**src/rtl/dsp_pkg.sv**
```systemverilog
// Shared DSP constants: default word width, legal comb/decimation limits and
// a constant clog2 used to size phase counters.
package dsp_pkg;

  localparam int WORD_LENGTH_DEFAULT = 8;
  localparam int STAGES_MIN          = 1;
  localparam int STAGES_MAX          = 8;
  localparam int DECIMATION_MIN      = 1;
  localparam int DECIMATION_MAX      = 256;

  function automatic int clog2(input int value);
    int bits;
    int rem;
    bits = 0;
    rem  = value - 1;
    while (rem > 0) begin
      bits = bits + 1;
      rem  = rem >>> 1;
    end
    return bits;
  endfunction

endpackage

```
**src/rtl/comb_stage.sv**
```systemverilog
// One first-difference stage: y = x - x_previous, where the delay register
// only advances on enabled (decimated) cycles.
module comb_stage
  import dsp_pkg::*;
#(
  parameter int word_length = WORD_LENGTH_DEFAULT
) (
  input  logic                   clock,
  input  logic                   reset,
  input  logic                   enable,
  input  logic [word_length-1:0] x,
  output logic [word_length-1:0] y
);

  logic signed [word_length-1:0] d;

  // Two's-complement wrap is intentional: integrator overflow cancels here.
  assign y = $unsigned($signed(x) - d);

  always_ff @(posedge clock) begin
    if (reset) begin
      d <= '0;
    end else if (enable) begin
      d <= $signed(x);
    end
  end

endmodule

```
**src/rtl/comb_decimator.sv**
```systemverilog
// Decimating CIC comb section: keeps every decimation-th input word and runs
// it through a combinational cascade of first-difference stages.
module comb_decimator
  import dsp_pkg::*;
#(
  parameter int word_length = WORD_LENGTH_DEFAULT,
  parameter int stages      = 2,
  parameter int decimation  = 4
) (
  input  logic                   clock,
  input  logic                   reset,
  input  logic [word_length-1:0] data_in,
  input  logic                   hold,
  output logic [word_length-1:0] data_out,
  output logic                   valid_out
);

  localparam int COUNT_W = (clog2(decimation) < 1) ? 1 : clog2(decimation);
  localparam logic [COUNT_W-1:0] LAST = COUNT_W'(decimation - 1);

  logic [COUNT_W-1:0]                count;
  logic                              accept;
  logic [stages:0][word_length-1:0]  chain;

  assign accept   = !reset && !hold && (count == LAST);
  assign chain[0] = data_in;

  for (genvar k = 0; k < stages; k++) begin : g_stage
    comb_stage #(
      .word_length(word_length)
    ) u_stage (
      .clock  (clock),
      .reset  (reset),
      .enable (accept),
      .x      (chain[k]),
      .y      (chain[k+1])
    );
  end

  // Output register: updated only on the accept edge, strobe otherwise low.
  always_ff @(posedge clock) begin
    if (reset) begin
      count     <= '0;
      data_out  <= '0;
      valid_out <= 1'b0;
    end else if (hold) begin
      valid_out <= 1'b0;
    end else if (count == LAST) begin
      count     <= '0;
      data_out  <= chain[stages];
      valid_out <= 1'b1;
    end else begin
      count     <= count + COUNT_W'(1);
      valid_out <= 1'b0;
    end
  end

endmodule

```
**config.mk**
```make
export PLATFORM = sky130hd
export DESIGN_NAME = comb_decimator
export DESIGN_NICKNAME = d
export VERILOG_FILES = /design/src/rtl/dsp_pkg.sv /design/src/rtl/comb_stage.sv /design/src/rtl/comb_decimator.sv
export SDC_FILE = /design/constraint.sdc
export NUM_CORES = 1
export LEC_CHECK = 0
export ABC_AREA = 1
export CORE_UTILIZATION = 48
export DETAILED_ROUTE_END_ITERATION = 8
export PLACE_DENSITY = 0.66
export REMOVE_ABC_BUFFERS = 1
export SYNTH_ARGS = -nofsm -noshare
export SYNTH_HDL_FRONTEND = slang
export SYNTH_SLANG_ARGS = --single-unit
```
**constraint.sdc**
```tcl
create_clock -name clock -period 2.8 [get_ports clock]
set_input_delay 0.56 -clock clock [delete_from_list [all_inputs] [get_ports clock]]
set_output_delay 0.56 -clock clock [all_outputs]
set_load 0.02 [all_outputs]
```
==> key figures, run 1 <==
Yosys
  • Async set-reset flop share out of synthesis: 0%
  • Area contributors post-synth: dfxtp_1 (33%), ha_1 (12%), inv_1 (8.8%), nand2_1 (6.0%), a21oi_1 (5.2%)
  • Synth Area per Inst: between 7 and 8 µm²
  • Commonest cells post-synth: inv_1 (38), dfxtp_1 (27), nand2_1 (26)
  • Flop and latch count out of synthesis: 27
  • Post-synthesis instance total: 211
  • Sequential share of the synthesized area: 33.3%
  • Post-synth cell types: 31
  • Share of the synthesized area in the top cell type: between 30% and 40%
  • Post-synth EDFFs: 0
  • Most numerous cell in the Yosys netlist: inv_1
  • Synthesis warning total: 0
  • Synth area leader: dfxtp_1
  • Synth Cell Area: 0.00162 mm²
  • Most common flop cell mapped by yosys: dfxtp_1

Power
  • Power Total: about 0.82 mW
  • Leakage Power: between 0.9 and 1 nW
  • Cell area power density: 398 mW/mm²
  • VDD IR max: around 0.14 mV

Critical path
  • Delay-heaviest family, CP: buffers and inverters
  • CP Launch Type: primary input
  • Crit path DAT: around 2800 ps
  • CP Max Fanout: 3
  • Crit end category: flop
  • Crit path cell chain: clkdlybuf4s50_1 > buf_4 > ha_1 > nand3_1 > nand2_2 > a31oi_1 > xnor2_1 > ha_1 > nand2_1 > inv_1 > a21boi_1 > nand2_1 > nand3_1 > nand3_1 > nand2_1 > inv_1
  • Worst Path Buf+Inv: 4
  • Critical Path RT: a little over 3000 ps
  • Kind of critical path: primary input to flop
  • Slowest stage cell, crit path: clkdlybuf4s50_1
  • Worst stage delay on the critical path: between 400 and 500 ps

Timing
  • Max Fclk: 0.386 GHz
  • Final TNS setup: 0 ps
  • Final Hold Fails: 0
  • Fin crit period: ~2600 ps
  • RSZ-0062 raised after global routing: yes
  • Clock Skew: about 6.7 ps
  • Least-Margin Pin Slew: roughly 420 ps
  • Max-slew violations: 0
  • Relative slew margins: 71.8%
  • Hold_ws: 471 ps
  • Period utilization: 92.6%
  • Final setup viols: 0
  • Final worst slack: ~210 ps

Placed design
  • Dpl hpwl: approximately 2200 µm
  • Placed inst area: about 0.0020 mm²
  • Pre-CTS setup slack: -345 ps
  • Post-Place Cells: between 200 and 300
  • I/O Buffers: 19
  • Gpl congestion: 0.822

Global routing
  • Remaining global-route overflow: 0
  • Initial antenna violation count: 0
  • Largest net degree at the start of global routing: 23
  • Vias in the first global route: ~1,200
  • First-pass GRT wire length: between 5000 and 6000 µm
  • Overall Global Routing Usage: approximately a fifth

Cells and area
  • Final Util: 66.1%
  • Share of cells above drive strength 1: a little under a fifth
  • Area Overhead vs Synth: 27.3%
  • Post-route cell area: 0.00207 mm²
  • N_diodes: 0
  • Final nets: between 200 and 300
  • Post-Layout Cell Count: a little under 300

CTS
  • Worst skew pair latency: between 300 and 400 ps
  • Clk root buf: clkbuf_4
  • Hold_buf cts: 0
  • Clk sinks: 27
  • Clock Tree Buf Depth: 2
  • Clock transition at path regs: 140 ps
  • Clock H-tree levels: 1
  • Cts bufs inserted: 3
  • CTS tree: done

Detailed routing
  • Wire per inst: between 10 and 15 µm
  • Pre-antenna DRT Iters: 4
  • Final ANT Viol Nets: 0
  • Via/cell ratio: just under 5
  • DRC viols: 0
  • DRT iter0 DRCs: 26
  • Via count: ~1,400
  • Routed WL: 2970 µm

Min path
  • Min-Delay Path Class: flop to flop

Floorplanning
  • Die H: about 60 µm
  • # IOs: 20
  • Die area: between 0.003 and 0.004 mm²
  • Die width: ~60 µm
  • Cell row count: 20
  • Starting Density: 51.9%
  • Core Area: about 0.0031 mm²

Run status
  • Status: finished clean

Run
  • Maxcap violations: 0
## layer usage
| layer | global-route usage, % | wire, µm |
|---|---|---|
| met5 | 0 | 0 |
| met4 | 5.98 | 27 |
| met2 | 33.8 | 1450 |
| met3 | 2.60 | 85 |
| met1 | 23.3 | 1400 |
## cell usage in the layout, fill, tap and decap left out, types with 2 or more instances in the layout
cell type and n:
nor2_4 2, a21oi_1 15, clkbuf_4 3, clkdlybuf4s50_1 18, nand3_1 12, xor2_2 2, a211oi_1 5, a21oi_2 2
inv_1 36, ha_1 13, o31ai_1 2, inv_2 3, xor2_1 4, nand3_2 3, a31oi_1 2, nand2_1 26
dfxtp_1 27, xnor2_1 3, buf_4 21, nand2_2 4, o21ai_0 15, nor2_1 16
## power breakdown
part / leakage, nW / internal (mW) / switching, mW
sequential: 0.219 / 0.394 / 0.00443
clock: 0.0150 / 0.0558 / 0.113
combinational: 0.691 / 0.127 / 0.129
total: 0.924 / 0.577 / 0.246
## cell families after synthesis
kind of cell	Yosys count	share of synthesized area [%]
simple gates	67	19.6
compound gates	47	17.0
buf+inv	44	11.2
flops	27	33.3
fa+ha+maj	17	14.0
xor+xnor	9	4.85
## worst reg2reg max path, stage by stage (launching register included)
cell      delay [ps]
dfxtp_1          370
ha_2             170
inv_2             40
fa_2             370
buf_4            150
xor2_2           150
ha_1             340
a21oi_1          140
nand2_1          110
a21oi_2          160
or2_0            120
nand3_1           60
o211ai_1          90
inv_1             50
## final cells by class
class | count | area (µm²)
flip-flops and latches | 27 | 541
well taps | 44 | 55.1
fillers | 295 | 1060
multi-input cells | 140 | 948
clock buffers | 4 | 26.3
repair buffers | 40 | 350
inverters | 39 | 146
## timing repair
action,in CTS,in global routing
setup buffers,0,1
setup endpoints to repair,0,5
gates resized for setup,0,12
## state kept, by name (all words and copies together) (netlist names)
register           count
g_stage.u_stage.d     16
data_out               8
count                  2
valid_out              1
## worst paths after layout
path,start,to,slack (ps),cells after the start
hold / removal,g_stage[0].u_stage.d[4]$_SDFFE_PP0P_,g_stage[0].u_stage.d[4]$_SDFFE_PP0P_,470,2
setup / recovery,data_in[1],data_out[7]$_SDFFE_PP0P_,210,16
hold reg to reg,g_stage[0].u_stage.d[4]$_SDFFE_PP0P_,g_stage[0].u_stage.d[4]$_SDFFE_PP0P_,470,2
setup reg to reg,g_stage[0].u_stage.d[0]$_SDFFE_PP0P_,data_out[5]$_SDFFE_PP0P_,390,13
Power figures use the tool's default switching activity.
==> inputs of run 2 (changes only) <==
SLEW_MARGIN = 20   (was unset)
==> results of run 2 <==
Final layout, timing and power as in run 1 (identical DEF).
